File: src/rtl/fp_div_result_stage.sv
// Registered result stage behind the single-precision combinational divider.
// Applies IEEE-754 special-case fix-up, queues results in a small FIFO with
// valid/ready on both sides, and tracks per-result and sticky exception flags
// plus a saturating count of results handed downstream.
module fp_div_result_stage #(
  parameter int unsigned DEPTH = 2,
  parameter int unsigned CNT_W = 16
) (
  input  logic             clk,
  input  logic             rst_n,
  input  logic             in_valid,
  output logic             in_ready,
  input  logic [31:0]      in_a,
  input  logic [31:0]      in_b,
  input  logic [31:0]      in_result,
  input  logic             in_overflag,
  input  logic             in_underflag,
  output logic             out_valid,
  input  logic             out_ready,
  output logic [31:0]      out_result,
  output logic [3:0]       out_flags,
  output logic [3:0]       sticky_flags,
  input  logic             clear_sticky,
  output logic [CNT_W-1:0] op_count
);

  localparam int unsigned PtrW = (DEPTH > 1) ? $clog2(DEPTH) : 1;
  localparam int unsigned CntW = $clog2(DEPTH + 1);

  localparam logic [31:0] QNaN = 32'h7FC0_0000;

  // Flag bit positions within {invalid, divzero, overflow, underflow}
  localparam int unsigned FlagInvalid = 3;
  localparam int unsigned FlagDivZero = 2;
  localparam int unsigned FlagOvf     = 1;
  localparam int unsigned FlagUnf     = 0;

  // ---------------------------------------------------------------------------
  // Operand classification
  // ---------------------------------------------------------------------------
  logic [7:0]  a_exp, b_exp;
  logic [22:0] a_frac, b_frac;
  logic        a_nan, a_inf, a_zero;
  logic        b_nan, b_inf, b_zero;
  logic        res_sign;

  assign a_exp  = in_a[30:23];
  assign a_frac = in_a[22:0];
  assign b_exp  = in_b[30:23];
  assign b_frac = in_b[22:0];

  // Denormals (exp == 0, frac != 0) are treated as zero without raising a flag
  assign a_nan  = (a_exp == 8'hFF) && (a_frac != 23'd0);
  assign a_inf  = (a_exp == 8'hFF) && (a_frac == 23'd0);
  assign a_zero = (a_exp == 8'h00);
  assign b_nan  = (b_exp == 8'hFF) && (b_frac != 23'd0);
  assign b_inf  = (b_exp == 8'hFF) && (b_frac == 23'd0);
  assign b_zero = (b_exp == 8'h00);

  assign res_sign = in_a[31] ^ in_b[31];

  // ---------------------------------------------------------------------------
  // Special-case fix-up; first matching rule wins
  // ---------------------------------------------------------------------------
  logic [31:0] fix_result;
  logic [3:0]  fix_flags;

  // Select the fixed-up result and exception flags for the current operands
  always_comb begin
    fix_result = in_result;
    fix_flags  = 4'b0000;
    if (a_nan || b_nan) begin
      fix_result             = QNaN;
      fix_flags[FlagInvalid] = 1'b1;
    end else if ((a_zero && b_zero) || (a_inf && b_inf)) begin
      fix_result             = QNaN;
      fix_flags[FlagInvalid] = 1'b1;
    end else if (a_inf) begin
      fix_result = {res_sign, 8'hFF, 23'd0};
    end else if (b_zero) begin
      fix_result             = {res_sign, 8'hFF, 23'd0};
      fix_flags[FlagDivZero] = 1'b1;
    end else if (b_inf || a_zero) begin
      fix_result = {res_sign, 31'd0};
    end else if (in_overflag) begin
      fix_result         = {res_sign, 8'hFF, 23'd0};
      fix_flags[FlagOvf] = 1'b1;
    end else if (in_underflag) begin
      fix_result         = {res_sign, 31'd0};
      fix_flags[FlagUnf] = 1'b1;
    end
  end

  // ---------------------------------------------------------------------------
  // Output FIFO
  // ---------------------------------------------------------------------------
  logic [31:0]     mem_result_q [DEPTH];
  logic [3:0]      mem_flags_q  [DEPTH];
  logic [PtrW-1:0] wr_ptr_q, wr_ptr_d;
  logic [PtrW-1:0] rd_ptr_q, rd_ptr_d;
  logic [CntW-1:0] count_q, count_d;
  logic            live_q;
  logic            push, pop;

  // live_q holds in_ready low during reset and for the cycle up to the first edge
  assign in_ready  = live_q && (count_q != CntW'(DEPTH));
  assign out_valid = (count_q != '0);
  assign push      = in_valid && in_ready;
  assign pop       = out_valid && out_ready;

  assign out_result = out_valid ? mem_result_q[rd_ptr_q] : 32'd0;
  assign out_flags  = out_valid ? mem_flags_q[rd_ptr_q]  : 4'd0;

  // Pointer and occupancy next-state; pointers wrap naturally as DEPTH is a power of two
  always_comb begin
    wr_ptr_d = wr_ptr_q;
    rd_ptr_d = rd_ptr_q;
    count_d  = count_q;
    if (push) begin
      wr_ptr_d = wr_ptr_q + PtrW'(1);
    end
    if (pop) begin
      rd_ptr_d = rd_ptr_q + PtrW'(1);
    end
    unique case ({push, pop})
      2'b10:   count_d = count_q + CntW'(1);
      2'b01:   count_d = count_q - CntW'(1);
      default: count_d = count_q;
    endcase
  end

  // FIFO control state
  always_ff @(posedge clk or negedge rst_n) begin
    if (!rst_n) begin
      wr_ptr_q <= '0;
      rd_ptr_q <= '0;
      count_q  <= '0;
      live_q   <= 1'b0;
    end else begin
      wr_ptr_q <= wr_ptr_d;
      rd_ptr_q <= rd_ptr_d;
      count_q  <= count_d;
      live_q   <= 1'b1;
    end
  end

  // FIFO storage; cleared on reset so no stale entry can ever be observed
  always_ff @(posedge clk or negedge rst_n) begin
    if (!rst_n) begin
      for (int i = 0; i < int'(DEPTH); i++) begin
        mem_result_q[i] <= 32'd0;
        mem_flags_q[i]  <= 4'd0;
      end
    end else if (push) begin
      mem_result_q[wr_ptr_q] <= fix_result;
      mem_flags_q[wr_ptr_q]  <= fix_flags;
    end
  end

  // ---------------------------------------------------------------------------
  // Sticky flags and operation counter
  // ---------------------------------------------------------------------------
  logic [3:0]       sticky_q, sticky_d;
  logic [CNT_W-1:0] op_count_q, op_count_d;

  // Clear applies to the old value only, so a same-cycle push survives it
  always_comb begin
    sticky_d   = (clear_sticky ? 4'd0 : sticky_q) | (push ? fix_flags : 4'd0);
    op_count_d = op_count_q;
    if (pop && (op_count_q != {CNT_W{1'b1}})) begin
      op_count_d = op_count_q + CNT_W'(1);
    end
  end

  // Sticky flag and counter state
  always_ff @(posedge clk or negedge rst_n) begin
    if (!rst_n) begin
      sticky_q   <= 4'd0;
      op_count_q <= '0;
    end else begin
      sticky_q   <= sticky_d;
      op_count_q <= op_count_d;
    end
  end

  assign sticky_flags = sticky_q;
  assign op_count     = op_count_q;

endmodule

File: config.mk
export PLATFORM = sky130hd
export DESIGN_NAME = fp_div_result_stage
export DESIGN_NICKNAME = d
export VERILOG_FILES = /design/src/rtl/fp_div_result_stage.sv
export SDC_FILE = /design/constraint.sdc
export NUM_CORES = 1
export LEC_CHECK = 0
export ABC_AREA = 0
export CAP_MARGIN = 10
export CORE_MARGIN = 2
export CORE_UTILIZATION = 48
export CTS_BUF_LIST = sky130_fd_sc_hd__clkbuf_4
export CTS_CLUSTER_DIAMETER = 30
export DETAILED_ROUTE_END_ITERATION = 16
export PLACE_DENSITY = 0.92
export RECOVER_POWER = 25
export SYNTH_ARGS = -nofsm -noshare
export SYNTH_HDL_FRONTEND = slang
export SYNTH_SLANG_ARGS = --single-unit
File: constraint.sdc
create_clock -name clk -period 2.3 [get_ports clk]
set_input_delay 0.46 -clock clk [delete_from_list [all_inputs] [get_ports clk]]
set_output_delay 0.46 -clock clk [all_outputs]
set_load 0.05 [all_outputs]
# [Word level (Yosys, flattened, before mapping)]
# Cells that the tools add are included.
[totals] latch_bits=0 regBits=97 memories=0 ram_bits=0 out_inout_bits=58 romBits=0
[classes] shift=0 eq_ne=6 mul=0 n_div=0 n_addsub=5 bitwise_logic=4 n_lt_le_gt_ge=3 reduce_logical=22 n_mux=35
[ops] op="32-bit two-way mux" count=12
[ops] op="64-bit bitwise mux" count=1
[ops] op="23-bit zero test" count=2
[ops] op="23-bit nonzero test" count=2
[ops] op="32-bit demux with 1-bit select" count=1
[ops] op="4-bit two-way mux" count=7
[ops] op="16-bit by 1-bit adder with 16-bit output (second input constant)" count=1
[ops] op="8-bit equality test (second input constant)" count=2
[ops] op="8-bit zero test" count=2
[ops] op="16-bit inequality test (second input constant)" count=1
[ops] op="1-bit logical AND" count=11
[ops] op="3-bit two-way mux" count=3
[ops] op="8-bit bitwise mux" count=1
[ops] op="1-bit two-way mux" count=6
[ops] op="4-bit demux with 1-bit select" count=1
[ops] op="2-bit >= comparator (second input constant)" count=2
[ops] op="2-bit two-way mux" count=2
[ops] op="1-bit inverter with 2-bit output" count=2
[ops] op="4-bit bitwise OR" count=1
[ops] op="2-bit one-hot mux with 2 select lines" count=1
[ops] op="2-bit nonzero test" count=2
[ops] op="1-bit logical OR" count=3
[ops] op="1-bit adder (second input constant)" count=2
[ops] op="2-bit by 1-bit adder with 2-bit output (second input constant)" count=1
[ops] op="6 further kinds" count=6

# [Longest topological paths before layout]
# Gate-level depths: netlist of run 1.
[depth] word_depth=10 depth_mapped=7

# [Worst setup path after synthesis of run 1]
# Ideal clock, no wire load.
[synth_path] kind="register to output" start="register rd_ptr_q" end="output port out_result[10]" setup_slack_ps=278 stages_incl_launch_ff=5 n_path_buf=2 arrival_ps=1562 cell_sequence="dfrtp_1 -> buf_2 -> buf_2 -> mux2i_1 -> nor2_1"
[synth_between] elab_chain_len=5
[synth_rtl] item="start: declaration" line_no="100" text="logic [PtrW-1:0] rd_ptr_q, rd_ptr_d;"
[synth_rtl] item="start signal: assignment" line_no="141" text="rd_ptr_q <= rd_ptr_d;"
[synth_rtl] item="1-bit inverter with 2-bit output (implied by the code)" line_no="111" text="assign out_result = out_valid ? mem_result_q[rd_ptr_q] : 32'd0;"
[synth_rtl] item="32-bit two-way mux (implied by the code) (3 in series)" line_no="111"
[synth_rtl] item="32-bit two-way mux" line_no="111"
[synth_rtl] item="end: declaration" line_no="20" text="output logic [31:0] out_result,"
# No other way between the ends. The select of a mux whose other input is x is not followed.

# [Final worst setup path of run 1]
[layout_path] start="register op_count_q[0] (netlist: op_count[0])" end="output port op_count[0]"
[layout_rtl] item="start: declaration" line_no="164" text="logic [CNT_W-1:0] op_count_q, op_count_d;"
[layout_rtl] item="start signal: assignment" line_no="182" text="op_count_q <= op_count_d;"
[layout_rtl] item="end: declaration" line_no="24" text="output logic [CNT_W-1:0] op_count"
# No word-level cell between the ends.

==> impl_results.md, run 1 <==
- Status: complete, no violations
- Maxcap violations: 0
- Area growth syn-to-layout: 38.8%
- Syn Area/Cell: 11.8 um^2
- Crit-path max cell delay: 0.84 ns
- Critical path fanouts, max: 5
- Met1 Use GR: 29.7%
- Worst Tran Pin Value: 1.33 ns
- Clk sinks: 97
- Post-synth cell types: 53
- YS warnings: 0
- Critical Path AT: 1.76 ns
- Core box area: 9770 um^2
- Detailed-placement wirelength estimate: 9.51 mm
- Post-Synth Adder-Cell Area: 0.517%
- Via count: 4,095
- Register area: 2430 um^2
- Share of cells above drive strength 1: 21.2%
- Die ar.: 10,900 um^2
- Slew Limit Fails: 0
- Antenna cell count: 0
- Nets@finish: 684
- Hold Crit Class: in -> async
- CTS tree: yes
- Psw: 0.00366 W
- Global placement routability congestion: 0.809
- Post-synthesis compound-gate area fraction: 16.2%
- Initial Util: 49.6%
- Clock-pin slew on the worst setup and hold paths: 0.16 ns
- CP delay by family, top: buffers and inverters
- Sw Share: 45.4%
- Cell area after synthesis: 4840 um^2
- Final ANT Viol Nets: 0
- Area share of xor/xnor cells in the synthesized design: 3.62%
- First-pass GRT wire length: 21.1 mm
- Slew HR: 11.2%
- Mapped Cells: 411
- Die width: 104 um
- Met2 Use GR: 41.6%
- DR WL/cell: 18.4 um
- Worst-skew pair later-pin latency: 0.45 ns
- Seq pwr share: 34.0%
- Busiest grt layer: met2
- Total grt overflow: 0
- Post-layout min period: 2.22 ns
- DR pass1 iterations: 4
- Clock skew: 0.0253 ns
- Register area share after synthesis: 50.1%
- Post-DR vias/cell: 5.71
- Fill count: 745
- Vias in the first global route: 4,222
- Power Density: 1200 nW/um^2
- CP Cell Sequence: clkdlybuf4s50_1
- Pre-CTS setup slack: -0.0572 ns
- CP bufs+invs: 1
- Buffers on Ports: 160
- Post-Route WL: 13.2 mm
- # DRC: 0
- Req. time, crit path: 1.84 ns
- Max VDD drop: 0.585 mV
- Clk pwr share: 11.6%
- GR Util met3: 3.20%
- Final Power: 0.00806 W
- Main combinational cell family by area after synthesis: compound AO/OA/AOI/OAI gates
- TritonCTS buffer count: 9
- Final hold violation count: 0
- Die height: 104 um
- I/O pin cnt: 161
- Synthesized flop and latch total: 97
- CTS Root Cell: clkbuf_4
- Logic gate share of total power: 54.4%
- First DRT Iteration DRCs: 185
- Final setup violation count: 0
- Multiplexer share of the synthesized area: 12.6%
- Internal Pwr Total: 0.00440 W
- Initial antenna violation count: 0
- Post-Synth Simple-Gate Area: 13.0%
- Syn nets: 516
- Final period util: 96.6%
- Longest Clk Path Bufs: 2
- Fmax: 450 MHz
- Worst setup EP type: output pin
- P_leak: 3.03 nW
- Row Count: 36
- Critical path's slowest cell: clkdlybuf4s50_1
- Setup CP Type: reg -> out
- Total GRT Usage: 24.3%
- Final WS setup: 0.0780 ns
- Area of the multi-input gates: 2230 um^2
- Largest net degree at the start of global routing: 53
- H-tree depth: 3
- Critical Path Start Type: register
[path summary, 6_finish.rpt]
check	start	endpoint	slack, ns	depth (start not counted)
setup / recovery	op_count[0]	op_count[0]	0.08	1
hold / removal	rst_n	mem_result_q[5]	0.29	1
setup reg to reg	op_count[0]	op_count[1]	0.45	4
hold reg to reg	op_count[11]	op_count[11]	0.51	1
max in group asynchronous	rst_n	mem_result_q[59]	1.12	2
min in group clk	op_count[11]	op_count[11]	0.51	1
[cell usage after synthesis, drive strengths merged]
cell type | number | area (um^2)
and3 | 5 | 41.3
clkbuf | 9 | 33.8
buf | 16 | 118
or2 | 2 | 15.0
nand4 | 13 | 87.6
o221ai | 2 | 17.5
dfrtp | 97 | 2430
a21oi | 12 | 75.1
ha | 2 | 25.0
a31oi | 2 | 12.5
nand2 | 16 | 60.1
nand3 | 8 | 40.0
xnor2 | 16 | 140
o21a | 4 | 30.0
inv | 9 | 33.8
o31ai | 2 | 15.0
nor2 | 42 | 158
and4 | 4 | 37.5
xor2 | 4 | 35.0
mux2i | 36 | 360
o21ai | 8 | 51.3
o211ai | 10 | 120
a2bb2oi | 1 | 8.76
nor3 | 2 | 10.0
nor3b | 3 | 27.5
nand3b | 1 | 7.51
nand4bb | 1 | 11.3
and2 | 1 | 6.26
nor4 | 14 | 128
o2bb2ai | 1 | 15.0
conb | 1 | 3.75
mux2 | 17 | 251
o311a | 1 | 21.3
a22o | 44 | 385
o22a | 1 | 10.0
o22ai | 4 | 25.0
[area by class of cell]
class / instances / share of cell area, %
clock buffers: 11 / 1.23
clock inverters: 5 / 0.838
inverters: 9 / 0.503
multi-input cells: 280 / 33.2
flip-flops and latches: 97 / 36.1
well taps: 133 / 2.48
repair buffers: 182 / 25.6
[sequential cells by signal, summed over array words and instances (netlist names)]
| name | flops |
|---|---|
| mem_result_q | 64 |
| op_count | 16 |
| mem_flags_q | 8 |
| sticky_flags | 4 |
| count_q | 2 |
| live_q | 1 |
| rd_ptr_q | 1 |
| wr_ptr_q | 1 |
[what timing repair did]
action                     in CTS  in global routing
resized for setup               0                  1
hold buffers                    0                  0
buffers inserted                0                  2
setup endpoints to repair       0                 30
[metrics by stage]
| step | instances | instance area (um^2) | setup TNS [ns] | hold slack, ns | util [%] |
|---|---|---|---|---|---|
| 3_5_place_dp | 699 | 6570 | -0.815 | 0.475 | 67.2 |
| 5_1_grt | 717 | 6720 | -0.00324 | 0.364 | 68.8 |
| 3_3_place_gp | 699 | 6570 | -0.00564 | 0.462 | 67.2 |
| 2_1_floorplan | 411 | 4840 | 0 | 0.164 | - |
| 6_report | 717 | 6720 | 0 | 0.289 | 68.8 |
| 4_1_cts | 715 | 6710 | 0 | 0.0408 | 68.6 |
[layer usage]
metal  vias up  wire length, um
met5         -                0
met3        37              648
met2       176             6620
met1      2029             5420
met4         0              471
li1       1853                -
[power by group through the flow]
stage,combinational [W],sequential [W],clock (W)
floorplan,0.00290,0.00281,0
global route,0.00463,0.00281,0.00101
detailed placement,0.00434,0.00279,0
finish,0.00438,0.00274,0.000935
CTS,0.00437,0.00275,0.000934
global placement,0.00427,0.00273,0
[placed cells by master (no fill, tap or decap), types with 9 or more instances in the layout]
| cell type | instances |
|---|---|
| nand4_1 | 12 |
| mux2_4 | 16 |
| nor2_1 | 41 |
| dfrtp_1 | 96 |
| xnor2_1 | 16 |
| o211ai_2 | 9 |
| clkbuf_4 | 11 |
| nand2_1 | 16 |
| a22o_1 | 44 |
| a21oi_1 | 10 |
| clkdlybuf4s50_1 | 121 |
| nor4_1 | 9 |
| mux2i_1 | 36 |
| buf_4 | 55 |
[logic make-up after synthesis]
kind of cell	Yosys count
AOI/OAI and AO/OA	92
xor gates and xnor gates	20
adders and majority gates	2
buffers and inverters	34
DFF	97
muxes	53
other	1
and+or+nand+nor	112
Power figures use the tool's default switching activity.
==> run 2, diff against run 1 <==
==> constraint.sdc (replaced) <==
create_clock -name clk -period 2.14 [get_ports clk]
set_input_delay 0.428 -clock clk [delete_from_list [all_inputs] [get_ports clk]]
set_output_delay 0.428 -clock clk [all_outputs]
set_load 0.05 [all_outputs]
==> impl_results.md, run 2 (same netlist as run 1, synthesis figures left out) <==
- Status: complete, no violations
- Buffers on Ports: 160
- Most common cell after layout, fill and taps aside: clkdlybuf4s50_1
- Final hold violation count: 0
- Post-layout min period: 2.07 ns
- Total GRT Usage: 24.3%
- Die width: 104 um
- P_leak: 3.16 nW
- Fmax: 484 MHz
- Share of cells above drive strength 1: 22.2%
- Detailed-placement wirelength estimate: 9.49 mm
- Pre-CTS setup slack: -0.186 ns
- Clk sinks: 97
- Placed Area: 6600 um^2
- H-tree depth: 3
- Nets@finish: 691
- Largest register FFs: 64
- Critical path fanouts, max: 2
- Slew HR: 47.3%
- Final setup TNS: 0 ns
- Via count: 4,061
- Clock skew: 0.0128 ns
- WHS: 0.496 ns
- # DRC: 0
- Fin cells: 724
- CP bufs+invs: 1
- Area growth syn-to-layout: 39.4%
- Power Density: 1270 nW/um^2
- Total grt overflow: 0
- Worst-skew pair later-pin latency: 0.46 ns
- Final WS setup: 0.0721 ns
- Longest Clk Path Bufs: 2
- Hold Crit Class: reg -> reg
- Crit-path max cell delay: 0.81 ns
- Final ANT Viol Nets: 0
- CTS tree: yes
- Initial Util: 49.6%
- Clock-pin slew on the worst setup and hold paths: 0.14 ns
- DR WL/cell: 17.7 um
- Worst R2R End: op_count[1]
- Largest net degree at the start of global routing: 47
- Slew Limit Fails: 0
- CP delay by family, top: buffers and inverters
- Max VDD drop: 0.680 mV
- Post-Route WL: 12.8 mm
- Worst Tran Pin Value: 0.790 ns
- Dpl cells: 705
- Die height: 104 um
- Worst hold path endpoint: op_count[11]
- Hold_sp: op_count[11]
- Maxcap violations: 0
- Final period util: 96.6%
- Critical path's slowest cell: clkdlybuf4s50_1
- Top reg by flops: mem_result_q
- Hold Path Cell Cnt: 1
- Post-DR vias/cell: 5.61
- Final setup violation count: 0
- CP Cell Sequence: clkdlybuf4s50_1
- Core box area: 9770 um^2
- Global placement routability congestion: 0.798
- Vias in the first global route: 4,277
- FF-to-FF Start: op_count[0]
- I/O pin cnt: 161
- First-pass GRT wire length: 21.1 mm
- Worst r2r path cells: 4
- Critical Path AT: 1.64 ns
- First DRT Iteration DRCs: 174
- R2R Setup Slk: 0.34 ns
- Row Count: 36
- Worst setup EP type: output pin
- Initial antenna violation count: 0
- Req. time, crit path: 1.71 ns
- RSZ-0062 raised after global routing: true
- Most frequent cells in the layout: 104 x clkdlybuf4s50_1, 95 x dfrtp_1, 61 x buf_4
- Setup CP Type: reg -> out
- Critical Path Start Type: register
- CTS Root Cell: clkbuf_4
- Antenna cell count: 0
- TritonCTS buffer count: 9
- DR pass1 iterations: 6
- Design area: 6750 um^2
- Die ar.: 10,900 um^2
-- run 2: changes by cell type in the layout (fill, tap and decap cells not counted), moves of 2 or more --
| cell | before | now |
|---|---|---|
| clkdlybuf4s50_1 | 121 | 104 |
| dlygate4sd2_1 | 0 | 12 |
| buf_4 | 55 | 61 |
| dlymetal6s2s_1 | 0 | 5 |
| clkinv_2 | 2 | 0 |
| clkinvlp_4 | 1 | 3 |
-- run 2: metal layers --
| layer | track usage (%) | wire (um) | vias up |
|---|---|---|---|
| met5 | 0 | 0 | - |
| met4 | 10.7 | 344 | 0 |
| met3 | 4.64 | 773 | 25 |
| met2 | 42.3 | 6580 | 173 |
| met1 | 29.2 | 5110 | 1994 |
| li1 | - | - | 1869 |
-- run 2: timing repair --
item	CTS	global route
hold buffers	1	0
setup endpoints to repair	46	41
setup buffers	2	0
pin swaps	0	1
endpoints found under the hold margin	30	0
resized for setup	15	9
-- run 2: through the flow --
step	total power (W)	utilization (%)
2_1_floorplan	0.00613	-
3_3_place_gp	0.00752	67.5
3_5_place_dp	0.00767	67.5
4_1_cts	0.00857	69.0
5_1_grt	0.00899	69.1
6_report	0.00857	69.1
-- run 2: where the power goes --
| part | leakage, nW | internal, W | switching [W] | total, W |
|---|---|---|---|---|
| clock network | 0.0567 | 0.000254 | 0.000631 | 0.000885 |
| logic | 1.85 | 0.00186 | 0.00287 | 0.00473 |
| registers | 1.25 | 0.00249 | 0.000465 | 0.00295 |
| total | 3.16 | 0.00460 | 0.00396 | 0.00857 |
-- run 2: cell type report --
type | instances | area [um^2]
fillers | 745 | 3020
flip-flops and latches | 97 | 2430
multi-input cells | 280 | 2240
repair buffers | 189 | 1760
well taps | 133 | 166
clock buffers | 10 | 75.1
clock inverters | 6 | 43.8
inverters | 9 | 33.8
-- run 2: worst max path at each step --
stage,startpoint,to,slack (ns),cells after the start
after floorplan,rd_ptr_q,out_result[10],0.15,4
after global placement,in_b[2],mem_result_q[55],-0.11,7
after detailed placement,in_b[2],mem_result_q[24],-0.19,7
after CTS,op_count[15],op_count[15],0.008,1
after global routing,rd_ptr_q,out_result[11],-0.003,4
final,sticky_flags[2],sticky_flags[2],0.07,1
